### config.mk
export PLATFORM = sky130hd
export DESIGN_NAME = sync_fifo_param
export DESIGN_NICKNAME = d
export VERILOG_FILES = /design/src/rtl/sync_fifo_pkg.sv /design/src/rtl/fifo_mem_2p.sv /design/src/rtl/sync_fifo_param.sv
export SDC_FILE = /design/constraint.sdc
export NUM_CORES = 1
export LEC_CHECK = 0
export ABC_AREA = 1
export BUFFER_PORTS_ARGS = -buffer_cell sky130_fd_sc_hd__buf_4
export CORE_UTILIZATION = 45
export CTS_CLUSTER_DIAMETER = 200
export DETAILED_ROUTE_END_ITERATION = 8
export SLEW_MARGIN = 20
export SYNTH_ARGS = -nofsm -noshare
export SYNTH_HDL_FRONTEND = slang
export SYNTH_SLANG_ARGS = --single-unit
### constraint.sdc
create_clock -name clk -period 3.4 [get_ports clk]
set_clock_uncertainty 0.1 [all_clocks]
set_input_delay 0.17 -clock clk [delete_from_list [all_inputs] [get_ports clk]]
set_output_delay 0.17 -clock clk [all_outputs]
set_load 0.05 [all_outputs]
### src/rtl/sync_fifo_pkg.sv
// Shared width helpers and configuration checks for the parametrised synchronous FIFO.
// Imported by sync_fifo_param and fifo_mem_2p.
package sync_fifo_pkg;

    localparam int DEF_DATA_W = 8;
    localparam int DEF_DEPTH  = 16;

    // Flag bundle kept as one struct so checkers can bind to a single signal.
    typedef struct packed {
        logic full;
        logic empty;
        logic almost_full;
        logic almost_empty;
    } fifo_flags_t;

    // Ceiling log2, never below 1 so a 1-entry range still gets a real bit.
    function automatic int clog2_depth(input int n);
        int r;
        int v;
        r = 0;
        v = 1;
        while (v < n) begin
            v = v << 1;
            r++;
        end
        return (r == 0) ? 1 : r;
    endfunction

    // Occupancy runs 0..DEPTH inclusive, hence the extra value.
    function automatic int cnt_width(input int depth);
        return clog2_depth(depth + 1);
    endfunction

    function automatic bit is_pow2(input int n);
        return (n >= 2) && ((n & (n - 1)) == 0);
    endfunction

    function automatic bit fifo_cfg_ok(input int depth, input int ae_level, input int af_level);
        return is_pow2(depth) && (ae_level < af_level) && (af_level <= depth);
    endfunction

endpackage

### src/rtl/fifo_mem_2p.sv
// DATA_W x DEPTH simple dual-port register array: synchronous write, asynchronous read.
// The registered versus fall-through read choice is made by the instantiating FIFO.
module fifo_mem_2p
    import sync_fifo_pkg::*;
#(
    parameter int DATA_W = DEF_DATA_W,
    parameter int DEPTH  = DEF_DEPTH,
    localparam int ADDR_W = clog2_depth(DEPTH)
) (
    input  logic              clk,
    input  logic              wt_en,
    input  logic [ADDR_W-1:0] wt_addr,
    input  logic [DATA_W-1:0] wt_data,
    input  logic [ADDR_W-1:0] rd_addr,
    output logic [DATA_W-1:0] rd_data
);

    logic [DATA_W-1:0] mem [DEPTH];

    // No reset on the array: contents are only meaningful between the pointers.
    always_ff @(posedge clk) begin
        if (wt_en) begin
            mem[wt_addr] <= wt_data;
        end
    end

    assign rd_data = mem[rd_addr];

endmodule

### src/rtl/sync_fifo_param.sv
// Parametrised single-clock FIFO with occupancy count, almost flags and error pulses.
// Define SYNC_FIFO_FWFT_EN for first-word-fall-through reads; default is a registered read.
module sync_fifo_param
    import sync_fifo_pkg::*;
#(
    parameter int DATA_W   = DEF_DATA_W,
    parameter int DEPTH    = DEF_DEPTH,
    parameter int AF_LEVEL = DEPTH - 2,
    parameter int AE_LEVEL = 2,
    localparam int CNT_W   = cnt_width(DEPTH)
) (
    input  logic              clk,
    input  logic              rst,
    input  logic              wt_en,
    input  logic [DATA_W-1:0] din,
    input  logic              rd_en,
    output logic [DATA_W-1:0] dout,
    output logic              dout_valid,
    output logic [CNT_W-1:0]  count,
    output logic              full,
    output logic              empty,
    output logic              almost_full,
    output logic              almost_empty,
    output logic              overflow,
    output logic              underflow
);

    localparam int PTR_W = clog2_depth(DEPTH);

    localparam logic [CNT_W-1:0] DEPTH_CNT = CNT_W'(DEPTH);
    localparam logic [CNT_W-1:0] AF_CNT    = CNT_W'(AF_LEVEL);
    localparam logic [CNT_W-1:0] AE_CNT    = CNT_W'(AE_LEVEL);
    localparam logic [CNT_W-1:0] CNT_ONE   = CNT_W'(1);
    localparam logic [PTR_W-1:0] PTR_ONE   = PTR_W'(1);

    generate
        if (!fifo_cfg_ok(DEPTH, AE_LEVEL, AF_LEVEL)) begin : g_bad_cfg
            $error("sync_fifo_param: DEPTH must be a power of two and AE_LEVEL < AF_LEVEL <= DEPTH");
        end
    endgenerate

    logic [PTR_W-1:0]  wt_p;
    logic [PTR_W-1:0]  rd_p;
    logic [CNT_W-1:0]  cnt;
    logic              rd_acc;
    logic              wt_acc;
    logic [DATA_W-1:0] mem_rd_data;
    fifo_flags_t       flags;

    // Flags decode straight from the registered count, so they change only on clock edges.
    always_comb begin
        flags              = '0;
        flags.full         = (cnt == DEPTH_CNT);
        flags.empty        = (cnt == '0);
        flags.almost_full  = (cnt >= AF_CNT);
        flags.almost_empty = (cnt <= AE_CNT);
    end

    assign count        = cnt;
    assign full         = flags.full;
    assign empty        = flags.empty;
    assign almost_full  = flags.almost_full;
    assign almost_empty = flags.almost_empty;

    // Request/accept semantics: wt_en and rd_en are requests, each taking effect only in a
    // cycle where it is accepted. A read is accepted whenever the FIFO holds data. A write is
    // accepted when there is room, or when full but a read frees a slot in the same cycle.
    // An empty FIFO never forwards a same-cycle write to the reader. Rejected requests are
    // dropped and reported by a one-cycle overflow/underflow pulse.
    assign rd_acc = rd_en && !flags.empty;
    assign wt_acc = wt_en && (!flags.full || rd_acc);

    fifo_mem_2p #(
        .DATA_W (DATA_W),
        .DEPTH  (DEPTH)
    ) u_mem (
        .clk     (clk),
        .wt_en   (wt_acc && !rst),
        .wt_addr (wt_p),
        .wt_data (din),
        .rd_addr (rd_p),
        .rd_data (mem_rd_data)
    );

    always_ff @(posedge clk) begin
        if (rst) begin
            wt_p      <= '0;
            rd_p      <= '0;
            cnt       <= '0;
            overflow  <= 1'b0;
            underflow <= 1'b0;
        end else begin
            if (wt_acc) begin
                wt_p <= wt_p + PTR_ONE;
            end
            if (rd_acc) begin
                rd_p <= rd_p + PTR_ONE;
            end
            case ({wt_acc, rd_acc})
                2'b10:   cnt <= cnt + CNT_ONE;
                2'b01:   cnt <= cnt - CNT_ONE;
                default: cnt <= cnt;
            endcase
            overflow  <= wt_en && !wt_acc;
            underflow <= rd_en && !rd_acc;
        end
    end

`ifdef SYNC_FIFO_FWFT_EN
    // Head of queue is always on dout; a pop exposes the next word after the edge.
    assign dout       = mem_rd_data;
    assign dout_valid = !flags.empty;
`else
    logic [DATA_W-1:0] dout_r;
    logic              dout_valid_r;

    always_ff @(posedge clk) begin
        if (rst) begin
            dout_r       <= '0;
            dout_valid_r <= 1'b0;
        end else begin
            if (rd_acc) begin
                dout_r <= mem_rd_data;
            end
            dout_valid_r <= rd_acc;
        end
    end

    assign dout       = dout_r;
    assign dout_valid = dout_valid_r;
`endif

`ifndef SYNTHESIS
    always_ff @(posedge clk) begin
        if (!rst) begin
            a_cnt_range: assert (cnt <= DEPTH_CNT);
            a_full_dec:  assert (full == (cnt == DEPTH_CNT));
            a_empty_dec: assert (empty == (cnt == '0));
            a_excl:      assert (!(full && empty));
        end
    end
`endif

endmodule
==> results of run 1 <==
stage by stage:
step	utilization [%]	hold WS [ns]	total power, uW	worst slack, ns	instance area, um2
finish	52.27	0.03179	5420	0.9123	7569
global route	52.27	0.02723	5689	0.6259	7569
CTS	52.27	0.02658	5451	0.9085	7569
detailed placement	48.06	0.3784	3624	0.9399	6959
global placement	48.06	0.3705	3602	1.045	6959
floorplan	-	0.1689	3274	0.04298	6660
cell type report:
class,count,area [um2],area share (%)
clock buffer,21,440.4,5.819
clock inverter,10,128.9,1.703
inverter,94,352.8,4.662
multi-input combinational,399,1795,23.72
sequential,152,4325,57.15
tap,184,230.2,3.042
timing repair buffer,38,295.3,3.901
per-layer routing:
metal / vias to the layer above / GRT usage (%)
met5: - / 0
met4: 0 / 9.864
met3: 23 / 5.174
met2: 82 / 33.47
met1: 2072 / 28.30
li1: 2235 / -
what timing repair did:
item / CTS / global route
endpoints found under the hold margin: 5 / 0
setup endpoints to repair: 0 / 0
hold buffers: 4 / 0
power breakdown:
group | internal [uW] | switching (uW)
logic | 397 | 1020
registers | 2100 | 64.9
clock network | 1140 | 692
cells in the mapped netlist (all sizes together):
master	count	area share, %
a2111oi	1	0.13
ha	8	1.5
clkbuf	6	0.34
o21ai	16	1.2
nor3	2	0.15
xor2	4	0.53
nor2	63	3.7
edfxtp	128	58
nand3	98	7.4
inv	92	5.2
dfxtp	24	7.2
a21oi	8	0.60
buf	23	2.5
clkinv	2	0.11
nand2	197	11
o21bai	1	0.11
fa	1	0.30
registers in the layout, summed over array words and instances, names as in the netlist:
signal,flops
dout_valid,1
rd_p,4
dout,8
wt_p,4
u_mem.mem,128
count,5
overflow,1
underflow,1
worst min-delay path by stage:
stage	startpoint	to	slack, ns
CTS	din[0]	u_mem.mem[14][0]	0.03
floorplan	din[0]	u_mem.mem[0][0]	0.17
detailed placement	rd_en	underflow	0.38
global placement	rst	wt_p[3]	0.37
global route	din[0]	u_mem.mem[14][0]	0.03
finish	din[0]	u_mem.mem[14][0]	0.03
logic make-up after synthesis:
group / synth area share (%)
adder cells (fa/ha/maj): 1.804
XOR/XNOR: 0.5260
AND/OR/NAND/NOR: 22.58
buffers and inverters: 8.116
flip-flops: 64.93
AO/OA/AOI/OAI: 2.048
==> results.md, run 1 <==
* Status: finished clean
* R2R setup slack at 0.91 ns
* Share of layout cells above drive strength 1 at 10.22%
* Most frequent cells in the layout: nand2_1 (192), edfxtp_1 (128), nand3_1 (97)
* Total nets after synthesis at 695
* Crit-path cells: nor2_2, nand3_2, nand2_2, inv_2, nand2_2, inv_1, ha_1, nand2_1, nand2_1, a21oi_1, nand2_1, nand2_1, nand3_1, nand2_1, nor2_1
* Pins over their slew limit at 0
* Crit path buffers/inverters at 2
* Highest Signal Layer: met4
* Final antenna-violating net count at 0
* Unrepaired setup endpoints after global routing: false
* Core footprint at 0.01448 mm2
* Routed wire length at 15,010 um
* Kind of critical path: reg -> reg
* Drt first pass iters at 4
* Maximum vdd ir drop at 0.3712 mV
* Crit path to: count[4]
* Vias per Instance at 4.913
* Area Growth Syn to Fin at 13.64%
* Post-route minimum period at 2.488 ns
* Post-CTS Resized at 0
* Seq cells post-synth at 152
* CP required at 3.61 ns
* Power per Cell Area at 716.1 mW/mm2
* LEAKAGE at 0.003219 uW
* Inserted Diodes at 0
* Largest net degree at the start of global routing at 67
* Max-Slew Margin vs Limit at 28.35%
* R2R cell count at 15
* RR Startpoint: count[0]
* CTS max path bufs at 2
* Fin nets at 723
* R2R Path End: count[4]
* Fill count at 1,298
* Vias in the first global route at 4,265
* Commonest non-fill, non-tap cell in the layout: nand2_1
* Max stage delay on crit path at 0.48 ns
* Final worst-path cycle share at 73.17%
* Crit. path cell count at 15
* Critical path origin: count[0]
* Post-Syn Area per Cell at 9.882 um2
* Hold Path Stages at 1
* Starting Density at 46.00%
* Worst-margin pin slew at 1.073 ns
* DRC at 0
* Crit. End Element: register
* Placed insts at 863
* Worst-Skew Late Latency at 0.42 ns
* Row count at 44
* Port-buffer cells at 31
* Die Y at 123.7 um
* Met2 routed WL at 7327 um
* Most used cell, CP: nand2_1
* Final setup violation count at 0
* Root Buffer: clkbuf_16
* Count of cell types in the netlist at 24
* Total CTS buffers at 17
* Achievable frequency at 0.4020 GHz
* DR WL met3 at 715 um
* IO Pins at 32
* Cells after Synth at 674
* CP max stage cell: dfxtp_1
* Initial antenna violation count at 0
* Hold Fails Final Rpt at 0
* CP top delay family: simple AND/OR/NAND/NOR gates
* Setup Total Neg Slack at 0 ns
* Maxcap violations at 0
* Sink Count at 152
* Wire length per cell at 16.71 um
* Post CTS Setup Buffer Count at 0
* Post-Layout Cell Count at 898
* CP max FO at 21
* DR iter-0 viols at 250
* Startpoint type of the worst setup path: register
* Register area share after synthesis at 64.93%
* HP Class: in -> reg
* CTS tree: built
* Yosys warns at 0
* Die ar. at 0.01529 mm2
* Wire length on met1 at 6629 um
* Vias post-DR at 4,412
* Post-DP HPWL at 9630 um
* CP arrival at 2.69 ns
* Placer Congestion at 0.9036
* H-Tree Depth at 4
* Clk pin slew, worst setup/hold paths at 0.06 ns
* GRT Total Usage at 21.44%
* Synthesized area at 0.006660 mm2
* Congestion Overflow GR at 0
* Chip width at 123.7 um
* Global-route wire length before repair at 23,230 um
Power figures use the tool's default switching activity.
==> run 2, diff against run 1 <==
clock period = 2.47 ns   (was 3.4 ns; I/O delays follow)
==> results.md, run 2 (synthesized netlist as in run 1, its figures left out) <==
* Chip width at 123.7 um (unchanged)
* Clock power share at 33.4% (was 33.8%)
* Proportion of power drawn by flip-flops and latches at 40.2% (was 40.0%)
* Hold Fails Final Rpt at 0 (unchanged)
* H-Tree Depth at 4 (unchanged)
* Sink Count at 152 (unchanged)
* P_sw at 2517 uW (was 1777 uW)
* DR iter-0 viols at 329 (was 250)
* Worst-margin pin slew at 0.7358 ns (was 1.073 ns)
* Power Total at 7501 uW (was 5420 uW)
* Status: finished clean (unchanged)
* Fin nets at 751 (was 723)
* Routed wire length at 14,610 um (was 15,010 um)
* Achievable frequency at 0.4453 GHz (was 0.4020 GHz)
* Root Buffer: clkbuf_16 (unchanged)
* Starting Density at 46.00% (unchanged)
* Post-CTS Resized at 0 (unchanged)
* Post-route minimum period at 2.246 ns (was 2.488 ns)
* CP required at 2.69 ns (was 3.61 ns)
* Area Growth Syn to Fin at 17.58% (was 13.64%)
* Most frequent cells in the layout: nand2_1 (192), edfxtp_1 (128), nand3_1 (97) (unchanged)
* Crit. End Element: register (unchanged)
* Placer Congestion at 0.8035 (was 0.9036)
* HP Class: in -> reg (unchanged)
* Drt first pass iters at 5 (was 4)
* Final antenna-violating net count at 0 (unchanged)
* Vias post-DR at 4,577 (was 4,412)
* Vias per Instance at 4.937 (was 4.913)
* Max-Slew Margin vs Limit at 50.94% (was 28.35%)
* Die ar. at 0.01529 mm2 (unchanged)
* LEAKAGE at 0.003364 uW (was 0.003219 uW)
* Maxcap violations at 0 (unchanged)
* Most used cell, CP: nand2_1 (unchanged)
* Die Y at 123.7 um (unchanged)
* Worst-Skew Late Latency at 0.42 ns (about the same)
* Clk pin slew, worst setup/hold paths at 0.06 ns (about the same)
* IO Pins at 32 (unchanged)
* GRT Total Usage at 21.22% (was 21.44%)
* Hold_buf cts at 12 (was 4)
* DRC at 0 (unchanged)
* Area of placed instances at 0.007132 mm2 (was 0.006959 mm2)
* Total CTS buffers at 17 (unchanged)
* Cell area after layout at 0.007831 mm2 (was 0.007569 mm2)
* Congestion Overflow GR at 0 (unchanged)
* Setup Total Neg Slack at 0 ns (unchanged)
* Wire length per cell at 15.76 um (was 16.71 um)
* Max stage delay on crit path at 0.41 ns (was 0.48 ns)
* Commonest non-fill, non-tap cell in the layout: nand2_1 (unchanged)
* CTS max path bufs at 2 (unchanged)
* Pins over their slew limit at 0 (unchanged)
* Maximum vdd ir drop at 0.7203 mV (was 0.3712 mV)
* Power per Cell Area at 957.8 mW/mm2 (was 716.1 mW/mm2)
* Global-route wire length before repair at 23,140 um (was 23,230 um)
* Initial antenna violation count at 0 (unchanged)
* Port-buffer cells at 31 (unchanged)
* Startpoint type of the worst setup path: register (unchanged)
* Final setup violation count at 0 (unchanged)
* Kind of critical path: reg -> reg (unchanged)
* Placed insts at 883 (was 863)
* Final worst-path cycle share at 90.93% (was 73.17%)
* Unrepaired setup endpoints after global routing: false (unchanged)
* Largest register FFs at 128 (unchanged)
* Core footprint at 0.01448 mm2 (unchanged)
* Inserted Diodes at 0 (unchanged)
* CTS tree: built (unchanged)
* Switching part of the total power at 33.55% (was 32.79%)
* Comb pwr share at 26.3% (was 26.2%)
* Crit-path cells: nor2_1, nand3_2, nand2_2, inv_2, nand2_2, inv_1, fa_1, nand2_1, nand2_1, a21oi_1, nand2_1, nand2_1, nand3_1, nand2_1, nor2_1 (was nor2_2, nand3_2, nand2_2, inv_2, nand2_2, inv_1, ha_1, nand2_1, nand2_1, a21oi_1, nand2_1, nand2_1, nand3_1, nand2_1, nor2_1)
* Post-DP HPWL at 9364 um (was 9630 um)
* Post-Layout Cell Count at 927 (was 898)
* CP max stage cell: fa_1 (was dfxtp_1)
* Post CTS Setup Buffer Count at 0 (unchanged)
* Row count at 44 (unchanged)
* Vias in the first global route at 4,391 (was 4,265)
* Share of layout cells above drive strength 1 at 13.86% (was 10.22%)
* Most flop-heavy register: u_mem.mem (unchanged)
* Largest net degree at the start of global routing at 67 (unchanged)
* Internal power at 4984 uW (was 3642 uW)
* Worst hold slack at 0.03104 ns (was 0.03179 ns)
* CP max FO at 7 (was 21)
* CP arrival at 2.47 ns (was 2.69 ns)
run 2: changes by cell type in the layout (fill, tap and decap cells not counted), sizes merged:
| cell | delta |
|---|---|
| clkbuf | -4 |
| clkinvlp | +3 |
| buf | +20 |
| inv | +1 |
| clkinv | +2 |
| bufinv | -1 |
| dlygate4sd3 | +8 |
run 2: critical path, delay by kind of cell, from the launching register on:
kind / cells / cell delay (ns)
compound gates: 1 / 0.18
fa+ha+maj: 1 / 0.41
buf+inv: 2 / 0.14
flops: 1 / 0.36
simple gates: 11 / 0.95
run 2: worst paths after layout:
path | startpoint | end | slack, ns | cells after the start
worst min-delay path | wt_en | wt_p[1] | 0.03 | 3
worst max-delay path | count[1] | count[4] | 0.22 | 15
worst max register to register | count[1] | count[4] | 0.22 | 15
worst min register to register | wt_p[3] | wt_p[3] | 0.42 | 2
run 2: layout make-up:
class	count	area [um2]
Clock buffer	17	425.4
Multi-Input combinational cell	399	1802
Tap cell	184	230.2
Fill cell	1302	6648
Timing Repair Buffer	66	538.0
Sequential cell	152	4329
Inverter	94	352.8
Clock inverter	15	153.9
run 2: metal layers:
metal | GRT usage (%) | up-vias | share of wire [%]
met2 | 35.59 | 88 | 50
met5 | 0 | - | 0
met4 | 8.660 | 0 | 2.0
met1 | 26.15 | 2177 | 43
met3 | 5.311 | 19 | 4.7
li1 | - | 2293 | -
run 2: power by group through the flow:
stage / logic (uW) / registers, uW / clock network [uW]
finish: 1970 / 3020 / 2510
global route: 2190 / 3040 / 2670
CTS: 1990 / 3020 / 2560
detailed placement: 1960 / 3080 / 0
global placement: 1940 / 3070 / 0
floorplan: 1210 / 3310 / 0
run 2: stage by stage:
step	setup slack (ns)	utilization, %
final	0.2241	54.09
after global routing	0.03104	54.09
after CTS	0.2296	54.09
after detailed placement	0.2352	49.26
after global placement	0.3088	49.26
after floorplan	0.03264	-
